$ cat src/rtl/alu_exec.sv
// -----------------------------------------------------------------------------
// alu_exec
//
// Multi-cycle execute stage placed directly after the 4x16 register file. A
// start strobe captures the two read operands and the opcode. The selected
// operation is computed, and the result is returned with a one-cycle write
// pulse. That pulse feeds the register file's write_data/write inputs.
//
// ADD/SUB/AND/OR/XOR finish in one cycle. SHL/SHR step one bit per cycle.
// MUL is a shift-add multiplier that handles one multiplier bit per cycle.
//
// Build option:
//   ALU_MUL_EN  defined   -> iterative multiplier compiled in (op 111 = MUL)
//               undefined -> no multiplier; op 111 completes in one cycle with
//                            result 0 and illegal set
//
// Ports:
//   clk      in   1      clock, all state changes on rising edge
//   reset    in   1      synchronous active-high reset
//   start    in   1      request strobe, accepted only when idle
//   op       in   3      opcode, captured with start
//   a        in   WIDTH  operand A (register file data1)
//   b        in   WIDTH  operand B (register file data2)
//   busy     out  1      state is not IDLE
//   done     out  1      one-cycle completion pulse
//   write    out  1      register file write enable, identical to done
//   result   out  WIDTH  last completed result, held until next completion
//   zero     out  1      result == 0
//   illegal  out  1      last completion was a disabled opcode
// -----------------------------------------------------------------------------
module alu_exec #(
    parameter int WIDTH   = 16,
    parameter int SHAMT_W = 4
) (
    input  logic             clk,
    input  logic             reset,
    input  logic             start,
    input  logic [2:0]       op,
    input  logic [WIDTH-1:0] a,
    input  logic [WIDTH-1:0] b,
    output logic             busy,
    output logic             done,
    output logic             write,
    output logic [WIDTH-1:0] result,
    output logic             zero,
    output logic             illegal
);

    // The counter must hold both a full shift amount and the multiply length.
    localparam int CNT_W = ($clog2(WIDTH + 1) > SHAMT_W + 1) ?
                           $clog2(WIDTH + 1) : SHAMT_W + 1;

    localparam logic [1:0] S_IDLE = 2'd0;
    localparam logic [1:0] S_RUN  = 2'd1;
    localparam logic [1:0] S_DONE = 2'd2;

    localparam logic [2:0] OP_ADD = 3'd0;
    localparam logic [2:0] OP_SUB = 3'd1;
    localparam logic [2:0] OP_AND = 3'd2;
    localparam logic [2:0] OP_OR  = 3'd3;
    localparam logic [2:0] OP_XOR = 3'd4;
    localparam logic [2:0] OP_SHL = 3'd5;
    localparam logic [2:0] OP_SHR = 3'd6;
`ifdef ALU_MUL_EN
    localparam logic [2:0] OP_MUL = 3'd7;
`endif

    logic [1:0]       r_state;
    logic [CNT_W-1:0] r_cnt;
    logic [WIDTH-1:0] r_acc;      // shift value, or the running product
    logic             r_shl;      // direction of the shift in flight
    logic [WIDTH-1:0] r_result;
    logic             r_zero;
    logic             r_illegal;
`ifdef ALU_MUL_EN
    logic             r_mul;
    logic [WIDTH-1:0] r_mcand;    // multiplicand, moves left each iteration
    logic [WIDTH-1:0] r_mplier;   // multiplier, moves right each iteration
`endif

    logic [WIDTH-1:0] w_single_res;
    logic             w_single_ill;
    logic [WIDTH-1:0] w_step;
    logic             w_is_shift;
    logic [CNT_W-1:0] w_shamt;

    assign w_shamt    = CNT_W'(b[SHAMT_W-1:0]);
    assign w_is_shift = (op == OP_SHL) || (op == OP_SHR);

    // Result of any op that completes straight from IDLE. A shift only takes
    // this path when its count is zero, so its result is simply a.
    always_comb begin
        // NOTE: defaults first so that every path assigns every output and no latch is inferred.
        w_single_res = '0;
        w_single_ill = 1'b0;
        case (op)
            OP_ADD:         w_single_res = a + b;
            OP_SUB:         w_single_res = a - b;
            OP_AND:         w_single_res = a & b;
            OP_OR:          w_single_res = a | b;
            OP_XOR:         w_single_res = a ^ b;
            OP_SHL, OP_SHR: w_single_res = a;
            default: begin
`ifndef ALU_MUL_EN
                w_single_ill = 1'b1;
`endif
            end
        endcase
    end

    // Next value of the accumulator for one RUN iteration.
    always_comb begin
        w_step = r_shl ? (r_acc << 1) : (r_acc >> 1);
`ifdef ALU_MUL_EN
        if (r_mul) begin
            w_step = r_mplier[0] ? (r_acc + r_mcand) : r_acc;
        end
`endif
    end

    always_ff @(posedge clk) begin
        // NOTE: every register here has a small, defined reset value. A reset during an
        // operation must abort it and clear result, so no register is left without reset.
        if (reset) begin
            r_state   <= S_IDLE;
            r_cnt     <= '0;
            r_acc     <= '0;
            r_shl     <= 1'b0;
            r_result  <= '0;
            r_zero    <= 1'b1;
            r_illegal <= 1'b0;
`ifdef ALU_MUL_EN
            r_mul     <= 1'b0;
            r_mcand   <= '0;
            r_mplier  <= '0;
`endif
        end else begin
            // NOTE: non-blocking assignments throughout, so all state updates together at the edge.
            case (r_state)
                S_IDLE: begin
                    if (start) begin
                        if (w_is_shift && (w_shamt != '0)) begin
                            r_state <= S_RUN;
                            r_cnt   <= w_shamt;
                            r_acc   <= a;
                            r_shl   <= (op == OP_SHL);
`ifdef ALU_MUL_EN
                            r_mul   <= 1'b0;
`endif
                        end
`ifdef ALU_MUL_EN
                        else if (op == OP_MUL) begin
                            r_state  <= S_RUN;
                            r_cnt    <= CNT_W'(WIDTH);
                            r_acc    <= '0;
                            r_mcand  <= a;
                            r_mplier <= b;
                            r_mul    <= 1'b1;
                        end
`endif
                        else begin
                            r_state   <= S_DONE;
                            r_result  <= w_single_res;
                            r_zero    <= (w_single_res == '0);
                            r_illegal <= w_single_ill;
                        end
                    end
                end
                S_RUN: begin
                    r_acc <= w_step;
                    r_cnt <= r_cnt - 1'b1;
`ifdef ALU_MUL_EN
                    r_mcand  <= r_mcand << 1;
                    r_mplier <= r_mplier >> 1;
`endif
                    // The last iteration writes the result on the same edge as
                    // the move to DONE, so result is valid while done is high.
                    if (r_cnt == CNT_W'(1)) begin
                        r_state   <= S_DONE;
                        r_result  <= w_step;
                        r_zero    <= (w_step == '0);
                        r_illegal <= 1'b0;
                    end
                end
                S_DONE:  r_state <= S_IDLE;
                default: r_state <= S_IDLE;
            endcase
        end
    end

    // Every output is decoded from registers only. No input reaches an output
    // combinationally.
    assign busy    = (r_state != S_IDLE);
    assign done    = (r_state == S_DONE);
    assign write   = (r_state == S_DONE);
    assign result  = r_result;
    assign zero    = r_zero;
    assign illegal = r_illegal;

endmodule

$ cat config.mk
export PLATFORM = sky130hd
export DESIGN_NAME = alu_exec
export DESIGN_NICKNAME = d
export VERILOG_FILES = /design/src/rtl/alu_exec.sv
export SDC_FILE = /design/constraint.sdc
export NUM_CORES = 1
export LEC_CHECK = 0
export CORE_UTILIZATION = 40
export DETAILED_ROUTE_END_ITERATION = 8
export SLEW_MARGIN = 20
export SYNTH_ARGS = -nofsm -noshare
export SYNTH_HDL_FRONTEND = slang
export SYNTH_SLANG_ARGS = --single-unit
$ cat constraint.sdc
create_clock -name clk -period 5 [get_ports clk]
set_input_delay 0.75 -clock clk [delete_from_list [all_inputs] [get_ports clk]]
set_output_delay 0.75 -clock clk [all_outputs]
set_load 0.03 [all_outputs]
### Word level (Yosys, flattened, before mapping)

Cells that the tools add are included.

* ROM bits: 0
* bits of input ports: 38
* logic and storage cells: 66
* register bits: 42
* latch bits: 0
* memories kept: 0
* memory bits (writable): 0
* output and inout port bits: 21

* $add $sub $neg: 3
* equality and inequality tests: 13
* magnitude comparators: 0
* divide/modulo/power cells: 0
* multipliers: 0
* shift operators: 0
* reduce and logical (&&, ||, !) cells: 15
* multiplexer cells: 25
* bitwise operators: 3

Operators with widths (number)
* $mux W16: 6
* $pmux W16 S6: 1
* $pmux W16 S2: 2
* $logic_not A16 Y1: 2
* $add A16 B16 Y16: 1
* $and A16 B16 Y16: 1
* $or A16 B16 Y16: 1
* $sub A16 B16 Y16: 1
* $xor A16 B16 Y16: 1
* $mux W5: 2
* $pmux W5 S2: 1
* $eq A3 B3 Y1 const B: 3
* $ne A2 B2 Y1 const B: 4
* $mux W1: 7
* $reduce_or A7 Y1: 1
* $eq A3 B2 Y1 const B: 2
* $mux W2: 3
* $reduce_and A3 Y1: 2
* $eq A5 B1 Y1 const B: 1
* $reduce_bool A5 Y1: 1
* $sub A5 B1 Y5 const B: 1
* $pmux W1 S2: 2
* $pmux W2 S2: 1
* $reduce_and A4 Y1: 1
* 10 further kinds: 11

### Depth between registers and ports, before layout

Gate-level depths: netlist of the first run.

* depth in word-level cells: 7
* gate-level depth with buffers: 18
* depth with buffers taken out: 16

### Worst setup path after synthesis of the first run

OpenSTA, ideal clock, no wires.

* path type: input-to-reg
* start: in op[1]
* end: reg r_zero (netlist: zero)
* arrival time: 3986 ps
* library setup time: 79 ps
* cell stages on the path: 16
* setup slack: 935 ps
* required time: 4921 ps
* buffers on the path: 2
* path through: buf_6 -> or2_1 -> buf_6 -> nor2_1 -> nor2_1 -> xnor2_1 -> ha_1 -> o211ai_1 -> a211oi_1 -> o311a_1 -> nor2_1 -> xor2_1 -> a21oi_1 -> or2_0 -> or4_1 -> a211oi_2

* word-level cells in the longest chain between the ends: 7
* elaborated cells between the ends (all ways): 17
* those cells by class: 7 x eq/ne; 4 x mux; 6 x reduce/logical

Ends and longest elaborated chain
* from (decl): line 38 `input logic [2:0] op,`
* $eq A3 B3 Y1: line 88, 96
* $reduce_or A2 Y1
* $pmux W16 S6: line 96 `case (op)`
* $logic_not A16 Y1: line 164 `r_zero <= (w_single_res == '0);`
* $mux W1: line 142 `if (w_is_shift && (w_shamt != '0)) begin`
* $mux W1: line 141 `if (start) begin`
* $pmux W1 S2: line 139 `case (r_state)`
* to (signal assigned): line 164
* to (signal assigned): line 181 `r_zero <= (w_step == '0);`
* to (decl): line 73 `logic r_zero;`

Several ways; a longest one is shown, not always the timed one. The select of a mux whose other input is x is not followed.
A chain may end at the register's enable or synchronous reset.

### Final worst setup path of the first run

* start: in op[2]
* end: reg r_zero (netlist: zero)

The elaborated chain is that of the path after synthesis.

==> summary.txt, run 1 <==
Synthesis
  • Synth Area in Simple Gates: 0.216
  • FFs w/ async S/R, synth: 0
  • Sequential-to-total area share from yosys stat: 0.194
  • Flops & latches, synth: 42
  • Synthesized cell area: 4340 µm²
  • Yosys warning count: 0
  • Main synth FF type: dfxtp_1
  • Yosys cell types: between 60 and 70
  • Post-Synth Adder-Cell Area: 0.149
  • Main combinational cell family by area after synthesis: compound AO/OA/AOI/OAI gates
  • Syn_nets: ~670
  • EDFF count, synth: 0
  • Post-synthesis compound-gate area fraction: 0.247
  • Avg Cell Area, Syn: approximately 7.4 µm²
  • Post-Synth XOR/XNOR Area: 0.0525
  • Mux cell area share after synthesis: 0.0637
  • Mapped Cells: 583

Worst setup path
  • Critical path launch point type: primary input
  • Crit Path Category: in -> reg
  • R2R Path Start: r_shl$_SDFFE_PP0P_
  • Setup crit start: op[2]
  • Required @ worst endpoint: between 5000 and 6000 ps
  • Crit. End Element: flip-flop
  • Max FO, Critical Path: 10
  • Setup slack, reg-to-reg: about 2300 ps
  • Reg2Reg Depth: 7
  • WP data arrival: around 4700 ps
  • Reg2reg end: zero$_SDFFE_PP1P_

Final layout
  • Area Growth Syn to Fin: 18.5%
  • Antenna Cells: 0
  • Nets: around 700
  • Fill cells: approximately 1000
  • Area of the multi-input gates: 3160 µm²
  • Storage cell area: 841 µm²
  • Cell area after layout: roughly 5100 µm²
  • Share of layout cells above drive strength 1: 0.0602

Clocking
  • # hold bufs at CTS: 0
  • Clock Tree Buf Depth: 2
  • CTS tree: yes
  • CTS clk-pin slew, worst paths: around 80 ps
  • Cts repair resizes: 0
  • Root Driver: clkbuf_8
  • Setup bufs post-CTS: 0
  • H-Tree Depth: 2
  • CTS sink cnt: 42
  • Num CTS Buffers: 5
  • Clk_lat worst skew: approximately 290 ps

Die
  • Die W: around 110 µm
  • Starting Density: 0.416
  • Vert. Die Dim: approximately 110 µm
  • Core Rows: 37
  • IO Pins: 59
  • Die area: 11300 µm²
  • CORE AREA: 10400 µm²

Timing
  • Fin Hold WS: 460 ps
  • Hold Fails Final Rpt: 0
  • Fmax: ~220 MHz
  • Slew HR: 0.410
  • RSZ-0062 raised after global routing: no
  • Final period util: 0.904
  • Sum Neg Setup Slack: 0 ps
  • Final Slew Violations: 0
  • Final Skew: a little over 4 ps
  • Final setup fails: 0
  • Slew @ Worst Pin: about 880 ps
  • Tmin final: 4520 ps

Global routing
  • Largest net degree at the start of global routing: 38
  • M2 GR Usage: 0.374
  • Busiest grt layer: met2
  • Vias in the first global route: about 4200
  • Total gr overflow: 0
  • Met3 Use GR: 0.0319
  • Global-route wire length before repair: 21400 µm
  • Met1 Usage GRT: 0.334
  • GRT Total Usage: 0.236
  • Number of antenna violations at the first check in global routing: 0

Min path
  • HP Class: reg -> reg
  • Worst Hold End: r_acc[0]$_SDFFE_PP0P_
  • Hold path depth: 2
  • Min-delay src: r_acc[0]$_SDFFE_PP0P_

Placement
  • Global placement routability congestion: between 0.9 and 1
  • # port buffers: 58
  • DP HPWL: between 10000 and 15000 µm
  • Post-DP Area: roughly 5100 µm²

Detailed routing
  • Starting DRT DRC Count: between 300 and 400
  • Avg WL per Cell: 17.1 µm
  • Vias: about 4500
  • Vias per cell: about 6
  • DRC errors left: 0
  • Routed WL: about 13000 µm
  • First-pass iteration count of the detailed router: 7
  • Antenna Violating Nets Remaining: 0

Flow run
  • Max-Cap Viols: 0

Pwr
  • Maximum VDD drop: 0.000149 V
  • Leak: roughly 2.1 nW
  • Design Power: around 1.1 mW
  • Power Density: 221 nW/µm²

Status
  • Status: finished, final reports clean
## worst max-delay path by stage
stage,end,depth (start not counted)
final,zero$_SDFFE_PP1P_,16
after CTS,zero$_SDFFE_PP1P_,18
after global placement,zero$_SDFFE_PP1P_,15
after global routing,zero$_SDFFE_PP1P_,15
after detailed placement,zero$_SDFFE_PP1P_,18
after floorplan,zero$_SDFFE_PP1P_,16
## synthesized netlist by cell type, types with 8 or more instances
cell type / number / area [µm²]
nand2_1: 44 / 165
a21oi_1: 52 / 260
o21ai_0: 15 / 75.1
mux2i_1: 22 / 220
nand3_1: 9 / 45.0
inv_1: 45 / 169
ha_1: 50 / 626
nor2_1: 74 / 278
dfxtp_1: 42 / 841
a211oi_1: 20 / 150
o211ai_1: 10 / 75.1
nor3_1: 19 / 95.1
buf_2: 11 / 55.1
nand2b_1: 8 / 50.1
xnor2_1: 22 / 193
a221oi_1: 12 / 105
clkbuf_1: 19 / 71.3
## where the power goes
part / internal (mW) / switching [mW] / total [mW] / leakage, nW
combinational: 0.223 / 0.318 / 0.541 / 1.71
sequential: 0.363 / 0.0207 / 0.384 / 0.343
clock: 0.0939 / 0.116 / 0.210 / 0.0438
total: 0.681 / 0.455 / 1.14 / 2.10
## state kept, by name (all words and copies together) (netlist names)
register and count:
r_acc 16, r_state 2, zero 1, result 16, r_cnt 5, r_shl 1
illegal 1
## routing by layer
metal	share of wire	routed length, µm
met2	0.43	5720
met3	0.055	717
met4	0.015	201
met5	0	0
met1	0.50	6510
## layout by cell type (no fill, tap or decap), types with 3 or more instances in the layout
cell type and count:
or2_1 3, or4_1 3, dfxtp_1 42, nor4_1 4, o211ai_1 10, a211oi_1 20
ha_1 50, mux2_2 5, a21o_1 3, nand4_1 6, or3_1 4, nand2_1 44
o21ai_0 15, mux2i_1 22, nand2b_1 8, nor3_1 19, inv_1 45, o221ai_1 7
xnor2_1 22, a31oi_1 7, o22ai_1 7, clkdlybuf4s50_1 58, a222oi_1 4, and2_1 4
xor2_1 4, buf_4 19, a21oi_1 52, nor2_1 74, a221oi_1 12, clkbuf_8 5
nand3_1 9, nor2b_1 6
## through the flow
step	setup WS, ps	utilization	cells
2_1_floorplan	935	-	583
3_5_place_dp	192	0.486	760
5_1_grt	155	0.494	767
4_1_cts	506	0.494	767
3_3_place_gp	259	0.486	760
6_report	481	0.494	767
## cell type report
| type | count | share of cell area |
|---|---|---|
| flip-flops and latches | 42 | 0.164 |
| repair buffers | 77 | 0.141 |
| clock inverters | 2 | 0.00195 |
| inverters | 45 | 0.0328 |
| clock buffers | 5 | 0.0134 |
| well taps | 136 | 0.0331 |
| multi-input cells | 460 | 0.615 |
## logic make-up (layout without fill, tap and decap cells)
logic type	Yosys count	count (layout)
mux	27	27
simple gates	197	197
compound gates	159	159
fa+ha+maj	51	51
flops	42	42
buf+inv	81	129
xor+xnor	26	26
## critical path: stages
cell             delay, ps
clkdlybuf4s50_1        560
or2_1                  300
nor2_1                 100
buf_4                  190
nor2_1                  70
xnor2_1                140
ha_1                   350
nand2b_1               100
a21oi_1                400
or3_1                  210
nand2_1                 60
xnor2_1                130
a221oi_1               480
nand4_1                150
or4_1                  510
a211oi_2               230
Note: power is estimated with default switching activity, not from simulation.
==> run 2, diff against run 1 <==
- CAP_MARGIN: unset -> 10
==> results of run 2 <==
Final layout, timing and power as in run 1 (identical DEF).
